<file path="config.mk">
export PLATFORM = sky130hd
export DESIGN_NAME = reaction_counter
export DESIGN_NICKNAME = d
export VERILOG_FILES = /design/src/rtl/reaction_counter_pkg.sv /design/src/rtl/reaction_counter_tick_gen.sv /design/src/rtl/reaction_counter.sv
export SDC_FILE = /design/constraint.sdc
export NUM_CORES = 1
export LEC_CHECK = 0
export ABC_CLOCK_PERIOD_IN_PS = 4200
export CORE_MARGIN = 3
export CORE_UTILIZATION = 40
export CTS_CLUSTER_SIZE = 14
export DETAILED_ROUTE_END_ITERATION = 6
export PLACE_DENSITY_LB_ADDON = 0.3
export SETUP_SLACK_MARGIN = 0.3
export SLEW_MARGIN = 10
export SYNTH_ARGS = -nofsm -noshare
export SYNTH_HDL_FRONTEND = slang
export SYNTH_SLANG_ARGS = --single-unit
</file>
<file path="constraint.sdc">
create_clock -name clk -period 4.2 [get_ports clk]
set_clock_uncertainty 0.1 [all_clocks]
set_input_delay 1.05 -clock clk [delete_from_list [all_inputs] [get_ports clk]]
set_output_delay 1.05 -clock clk [all_outputs]
set_load 0.005 [all_outputs]
</file>
<file path="src/rtl/reaction_counter_pkg.sv">
// Shared definitions for the reaction timer: FSM state encodings,
// parameter defaults and the stimulus-delay LFSR step function.
package reaction_counter_pkg;

  localparam int UNIT_TICKS_DEF = 2_500_000;
  localparam int DELAY_BASE_DEF = 20;

  localparam logic [7:0] LFSR_SEED = 8'h01;

  typedef enum logic [2:0] {
    IDLE  = 3'd0,
    WAIT  = 3'd1,
    ARMED = 3'd2,
    DONE  = 3'd3,
    CHEAT = 3'd4
  } state_t;

  // Fibonacci form of x^8+x^6+x^5+x^4+1; maximal length, so a nonzero seed never reaches 0.
  function automatic logic [7:0] lfsr_step(input logic [7:0] s);
    return {s[6:0], s[7] ^ s[5] ^ s[4] ^ s[3]};
  endfunction

endpackage

</file>
<file path="src/rtl/reaction_counter_tick_gen.sv">
// Unit prescaler: one-cycle tick every UNIT_TICKS enabled cycles, restartable via clr.
module tick_gen
  import reaction_counter_pkg::*;
#(
  parameter int UNIT_TICKS = UNIT_TICKS_DEF
) (
  input  logic clk,
  input  logic rst,
  input  logic clr,
  input  logic en,
  output logic tick
);

  localparam int CW = (UNIT_TICKS > 1) ? $clog2(UNIT_TICKS) : 1;
  localparam logic [CW-1:0] LAST = CW'(UNIT_TICKS - 1);
  localparam logic [CW-1:0] ONE  = CW'(1);

  logic [CW-1:0] count;

  // tick must not depend on clr: the FSM derives clr from tick on the arming edge.
  assign tick = en && (count == LAST);

  always_ff @(posedge clk or posedge rst) begin
    if (rst) begin
      count <= '0;
    end else if (clr) begin
      count <= '0;
    end else if (en) begin
      count <= (count == LAST) ? '0 : count + ONE;
    end
  end

endmodule

</file>
<file path="src/rtl/reaction_counter.sv">
// Reaction-time game core: random pre-stimulus delay, then counts units
// until the player responds, flagging early presses and timeouts.
module reaction_counter
  import reaction_counter_pkg::*;
#(
  parameter int UNIT_TICKS = UNIT_TICKS_DEF,
  parameter int DELAY_BASE = DELAY_BASE_DEF
) (
  input  logic       clk,
  input  logic       rst,
  input  logic       start,
  input  logic       stop,
  output logic       led,
  output logic [3:0] q,
  output logic       valid,
  output logic       cheat,
  output logic       timeout
);

  // Wide enough for DELAY_BASE plus the largest random offset (15).
  localparam int DW = $clog2(DELAY_BASE + 16) + 1;
  localparam logic [DW-1:0] D_ONE = DW'(1);

  state_t        state;
  logic [DW-1:0] delay;
  logic [7:0]    lfsr;
  logic          start_reg;
  logic          stop_reg;

  logic          start_rise;
  logic          stop_rise;
  logic          tick;
  logic          tick_en;
  logic          tick_clr;
  logic          idle_like;
  logic          arming;
  logic [DW-1:0] delay_load;

  assign start_rise = start & ~start_reg;
  assign stop_rise  = stop & ~stop_reg;
  assign idle_like  = (state == IDLE) || (state == DONE) || (state == CHEAT);
  assign arming     = (state == WAIT) && !stop_rise && tick && (delay <= D_ONE);
  assign tick_en    = (state == WAIT) || (state == ARMED);
  assign tick_clr   = (idle_like && start_rise) || arming;
  assign delay_load = DW'(DELAY_BASE) + DW'(lfsr[3:0]);

  tick_gen #(
    .UNIT_TICKS(UNIT_TICKS)
  ) u_tick_gen (
    .clk (clk),
    .rst (rst),
    .clr (tick_clr),
    .en  (tick_en),
    .tick(tick)
  );

  always_ff @(posedge clk or posedge rst) begin
    if (rst) begin
      state     <= IDLE;
      led       <= 1'b0;
      q         <= 4'd0;
      valid     <= 1'b0;
      cheat     <= 1'b0;
      timeout   <= 1'b0;
      delay     <= '0;
      lfsr      <= LFSR_SEED;
      start_reg <= 1'b0;
      stop_reg  <= 1'b0;
    end else begin
      start_reg <= start;
      stop_reg  <= stop;
      lfsr      <= lfsr_step(lfsr);

      case (state)
        IDLE, DONE, CHEAT: begin
          if (start_rise) begin
            state   <= WAIT;
            delay   <= delay_load;
            led     <= 1'b0;
            valid   <= 1'b0;
            cheat   <= 1'b0;
            timeout <= 1'b0;
          end
        end

        WAIT: begin
          // An early press beats a coincident tick.
          if (stop_rise) begin
            state <= CHEAT;
            cheat <= 1'b1;
            valid <= 1'b0;
            q     <= 4'hF;
            led   <= 1'b0;
          end else if (tick) begin
            if (delay <= D_ONE) begin
              state <= ARMED;
              delay <= '0;
              led   <= 1'b1;
              q     <= 4'd0;
            end else begin
              delay <= delay - D_ONE;
            end
          end
        end

        ARMED: begin
          if (stop_rise) begin
            state <= DONE;
            valid <= 1'b1;
            led   <= 1'b0;
          end else if (tick) begin
            // Saturate rather than wrap: the 16th tick is a timeout.
            if (q == 4'hF) begin
              state   <= DONE;
              valid   <= 1'b1;
              timeout <= 1'b1;
              led     <= 1'b0;
            end else begin
              q <= q + 4'd1;
            end
          end
        end

        default: begin
          state <= IDLE;
        end
      endcase
    end
  end

endmodule

</file>
Word level (Yosys, flattened, before mapping) --
Cells that the tools add are included.
Word-level totals: output and inout port bits 8, flip-flop bits (word level) 50, bits of input ports 4
Cells by class: mux-type cells 40, reduce and logical (&&, ||, !) cells 24, equal/unequal tests 18, bitwise gates (word level) 7, add/subtract/negate cells 4, magnitude comparators 1
Operator list (count):
- 22-bit 2-to-1 mux | 3
- 7-bit 2-to-1 mux | 4
- 4-bit 2-to-1 mux | 6
- 22-bit by 1-bit adder with 22-bit output (second input constant) | 1
- 22-bit == test (second input constant) | 1
- 3-bit 2-to-1 mux | 7
- 5-bit AND reduction | 3
- 2-bit != test (second input constant) | 7
- 7-bit one-hot mux with 2 select lines | 1
- 1-bit 2-to-1 mux | 13
- 6-bit AND reduction | 2
- 3-bit != test (second input constant) | 3
- 3-bit one-hot mux with 3 select lines | 1
- 4-bit one-hot mux with 2 select lines | 1
- 2-bit nonzero test | 4
- 7-bit by 1-bit <= comparator with 1-bit output (second input constant) | 1
- 7-bit by 1-bit subtractor with 7-bit output (second input constant) | 1
- 5-bit by 4-bit adder with 6-bit output (first input constant) | 1
- 3-bit by 2-bit == test with 1-bit output (second input constant) | 2
- 1-bit one-hot mux with 3 select lines | 2
- 1-bit logical AND | 5
- 4-bit by 1-bit adder with 4-bit output (second input constant) | 1
- 4-bit == test (second input constant) | 1
- 1-bit logical OR | 4
- 14 further kinds | 19

Logic depth before layout (Yosys ltp) --
depth in word-level cells 8, depth in mapped cells 8

By module --
From an unflattened synthesis, not the netlist that was laid out.
Unflattened totals: cells, all modules 310, area total of the unflattened synthesis 2937.8 sq um
Modules (own cells, without submodules):
- reaction_counter | instances 1, seq. area each 701.9 sq um, area an instance 1522.7 sq um, cells an instance 149
- tick_gen | instances 1, seq. area each 550.5 sq um, area an instance 1415.1 sq um, cells an instance 161

Least setup slack after synthesis --
Ideal clock, no wire load.
path type input-to-reg, start input start, end register u_tick_gen.count[14], slack 1.770 ns, required time 4.022 ns, stages 5, data arrival time 2.252 ns, path through nand2b_1 -> a22oi_1 -> o21ai_1 -> or4_1 -> a21oi_1
On the way: word-level cells in the longest chain between the ends 4, elaborated cells on any way between the ends 5, those cells by class mux: 1; bitwise: 1; reduce/logical: 3
RTL lines:
- from (decl) | line reaction_counter.sv:11 | input logic start,
- 1-bit bitwise AND * | line reaction_counter.sv:39 | assign start_rise = start & ~start_reg;
- 1-bit logical AND * | line reaction_counter.sv:44 | assign tick_clr = (idle_like && start_rise) || arming;
- 1-bit logical OR * | line reaction_counter.sv:44
- 22-bit 2-to-1 mux / 2-bit nonzero test (equally long branches)
- to (signal assigned) | line reaction_counter_tick_gen.sv:29 | count <= (count == LAST) ? '0 : count + ONE;
- to (decl) | line reaction_counter_tick_gen.sv:18 | logic [CW-1:0] count;
Every way passes the cells marked *; elsewhere a longest branch is shown, timed or not. A chain may end at the register's enable or synchronous reset.

Worst setup path after layout --
start input stop, end register delay[4]
On the way: word-level cells in the longest chain between the ends 3
RTL lines:
- from (decl) | line reaction_counter.sv:12 | input logic stop,
- 1-bit bitwise AND | line reaction_counter.sv:40 | assign stop_rise = stop & ~stop_reg;
- 2-bit != test (no source line)
- 4-bit AND reduction (no source line)
- to (signal assigned) | line reaction_counter.sv:78 | delay <= delay_load;
- to (signal assigned) | line reaction_counter.sv:101 | delay <= delay - D_ONE;
- to (decl) | line reaction_counter.sv:25 | logic [DW-1:0] delay;
No other way between the ends.

==> parameters.txt <==
Parameter                              Value

Synthesis
  Cell area after synthesis ... around 2700 um2
  Post-synth top area share ... 0.452
  Asr flop ratio synth ... 1.00
  Synth unique cells ... 64
  Cells after Synth ... around 280
  Synth top area cells ... dfrtp_1 45%, nor2_1 4.4%, xor2_1 3.9%
  Post-Synthesis Net Count ... 287
  Library cell occupying the most area in the post-synthesis netlist ... dfrtp_1
  Fraction of the yosys area taken by sequential cells ... 0.462
  Number of enable flip-flop cells after synthesis ... 0
  Average cell area after synthesis ... 9.75 um2
  Register bit total from synthesis ... 50
  Count of synthesis-stage warnings from yosys ... 0
  Commonest register cell after synthesis ... dfrtp_1

Timing
  Final sum of negative setup slack ... 0 ps
  Final number of setup-violating endpoints ... 0
  Relative slew margins ... 0.324
  Setup repair after global routing missed its margin ... false
  Final hold vios ... 0
  Slew at the pin with the worst max-slew slack ... around 1000 ps
  Final clock period utilization by the worst path ... 0.707
  Highest achievable clock rate ... about 340 MHz
  Max-slew violation total from the final report ... 0
  Time the final worst path needs with I/O delays and setup ... around 3000 ps

Pwr
  Power density relative to cell area ... 553 nW/um2
  Combinational share of power ... 0.389
  Leakage ... between 0.001 and 0.0015 uW
  Part of the power in registers ... 0.398
  Largest vdd supply drop ... about 0.34 mV
  Switch Pwr ... 672 uW
  Internal power ... slightly below 1000 uW
  Share of total power in the clock network ... 0.214
  Switching portion of total power ... 0.407

Critical path
  Class of the most critical setup path ... input pin to register
  Crit path arrival time ... around 3000 ps
  Maximum net fanout on the critical path ... 12
  Required time at the endpoint of the critical path ... between 4000 and 5000 ps
  Kind of launch point of the worst setup path ... input pin
  Kind of capture point of the worst setup path ... register

Drt
  Residual DRC count ... 0
  Avg WL per Cell ... ~15 um
  Initial DRC count ... 90
  DR vias ... 2100
  Total length of routed wires ... between 5000 and 6000 um
  First-pass detailed-route iteration total ... 4
  Vias per cell ... 5.77
  Remaining antenna violation count after routing ... 0

Floorplanning
  Die boundary height ... between 80 and 90 um
  Initial core utilization ... 0.420
  Row cnt ... 29
  Core Box Area ... 6460 um2
  Die X-Extent ... slightly below 90 um
  Full die area ... about 7800 um2
  Boundary pin count ... 12

Layout
  Most flops, register ... u_tick_gen.count
  Post-route design area ... ~3000 um2
  Largest registers ranked by flip-flop count ... u_tick_gen.count x22, lfsr x8, delay x7
  Net count reported at finish ... a little under 300
  Largest register FFs ... 22
  FILL cells ... 630
  Synth-to-layout area growth ... 10.2%
  Layout cells sized above 1 ... 0.0941
  Final cell count without fillers ... 364
  Antenna cell count ... 0

CTS
  Clk buf depth ... 2
  Clock tree from TritonCTS ... done
  Resize count post-CTS ... 0
  Count of H-tree levels built during CTS ... 2
  Number of buffers inserted by post-CTS setup repair ... 0
  Latest clock arrival within the worst-skew pair ... 300 ps
  Number of sinks on the clock net ... 50
  Cts bufs inserted ... 5
  # hold bufs at CTS ... 0
  Buffer cell driving the clock tree root ... clkbuf_8
  Clock-pin slew on the worst setup and hold paths ... ~100 ps

Global route
  Global-route wire length before repair ... just over 10000 um
  Tot GR Track Use ... 0.161
  Pin count of the biggest net entering global routing ... 51
  Number of antenna violations at the first check in global routing ... 0
  Grt ovf ... 0
  Vias in the first global route ... 2072

Placed design
  Post-place instance area ... between 2000 and 3000 um2
  Count of placed standard cells including taps ... roughly 360
  Half-perimeter wire length after detailed placement ... slightly below 4000 um
  GP Congestion ... 0.866
  Buffers added on ports ... 11

Min path
  Worst Hold Class ... register to register

Flow run
  Number of violations of the max-capacitance limit ... 0

Run status
  Result of the run ... finished, final reports clean
## power groups by stage
stage | Combinational [uW] | Clock [uW] | Sequential (uW)
after floorplan | 533 | 0 | 620
after global placement | 634 | 0 | 663
after detailed placement | 643 | 0 | 663
after CTS | 643 | 365 | 656
after global routing | 728 | 384 | 677
final | 643 | 353 | 658
## critical path, stage by stage
cell and delay (ps):
clkdlybuf4s50_1 490, nor2b_1 400, nor2_1 160, a31oi_1 700, o21ai_0 190, o21ai_0 100
## synthesized netlist by cell type (all sizes together), types with 3 or more instances
master	count
and3	4
nand2	18
clkbuf	7
nand4	4
nor3	11
a31oi	8
ha	5
o2111ai	6
o31ai	3
nand3	6
dfrtp	49
o21ai	16
nand2b	4
xnor2	3
a211oi	3
nor4	3
a21oi	13
or4	3
buf	5
xor2	12
or3	5
nor2	32
nor3b	3
inv	10
o211ai	6
## path summary, 6_finish.rpt
check | startpoint | end | slack (ps) | cells past startpoint
min in group asynchronous | rst | stop_reg | 1200 | 2
max | stop | delay[4] | 1230 | 6
min | lfsr[6] | lfsr[7] | 260 | 0
max in group asynchronous | rst | u_tick_gen.count[12] | 2170 | 2
min reg2reg | lfsr[6] | lfsr[7] | 260 | 0
max reg2reg | state[1] | delay[0] | 1720 | 5
## metal layers
| layer | vias up | track usage | part of all wire |
|---|---|---|---|
| met5 | - | 0 | 0 |
| met4 | 0 | 0.0288 | 0.0056 |
| met3 | 2 | 0.0279 | 0.029 |
| met2 | 25 | 0.253 | 0.46 |
| met1 | 1024 | 0.237 | 0.51 |
| li1 | 1049 | - | - |
## through the flow
step           setup slack (ps)   util  hold WS [ps]  power (uW)
6_report                   1230  0.463           260        1650
5_1_grt                     893  0.463           270        1790
4_1_cts                    1280  0.463           263        1660
3_5_place_dp                931  0.445           241        1310
3_3_place_gp               1050  0.445           237        1300
2_1_floorplan              1770      -           231        1150
## cell usage in the layout (no fill, tap or decap), types with 3 or more instances in the layout
master,synthesis,layout
a211oi_1,3,3
a21oi_1,13,13
a31oi_1,8,8
and3_1,4,4
clkbuf_8,0,5
clkdlybuf4s50_1,0,11
dfrtp_1,49,49
ha_1,5,5
inv_1,10,9
nand2_1,18,18
nand2b_1,4,4
nand3_1,6,6
nand4_1,4,4
nor2_1,32,32
nor3_1,8,8
nor3_2,3,3
o2111ai_1,6,6
o211ai_1,6,6
o21ai_0,13,13
o31ai_1,3,3
or3_1,4,4
xnor2_1,3,3
xor2_1,12,12
## area by class of cell
cell class / instances / area, um2 / area share
clock buffers: 5 / 68.8 / 0.0230
clock inverters: 3 / 47.5 / 0.0159
inverters: 11 / 41.3 / 0.0138
multi-input cells: 205 / 1360 / 0.454
flip-flops and latches: 50 / 1250 / 0.419
well taps: 77 / 96.3 / 0.0322
repair buffers: 13 / 125 / 0.0419
## cell families (layout without fill, tap and decap cells)
kind of cell / count (synthesis) / count (layout) / synth area share
muxes: 2 / 2 / 0.00784
AOI/OAI and AO/OA: 78 / 78 / 0.205
xor gates and xnor gates: 15 / 15 / 0.0485
DFF: 50 / 50 / 0.462
and+or+nand+nor: 105 / 105 / 0.216
buffers and inverters: 23 / 32 / 0.0374
adders and majority gates: 5 / 5 / 0.0231
Note: power is estimated with default switching activity, not from simulation.
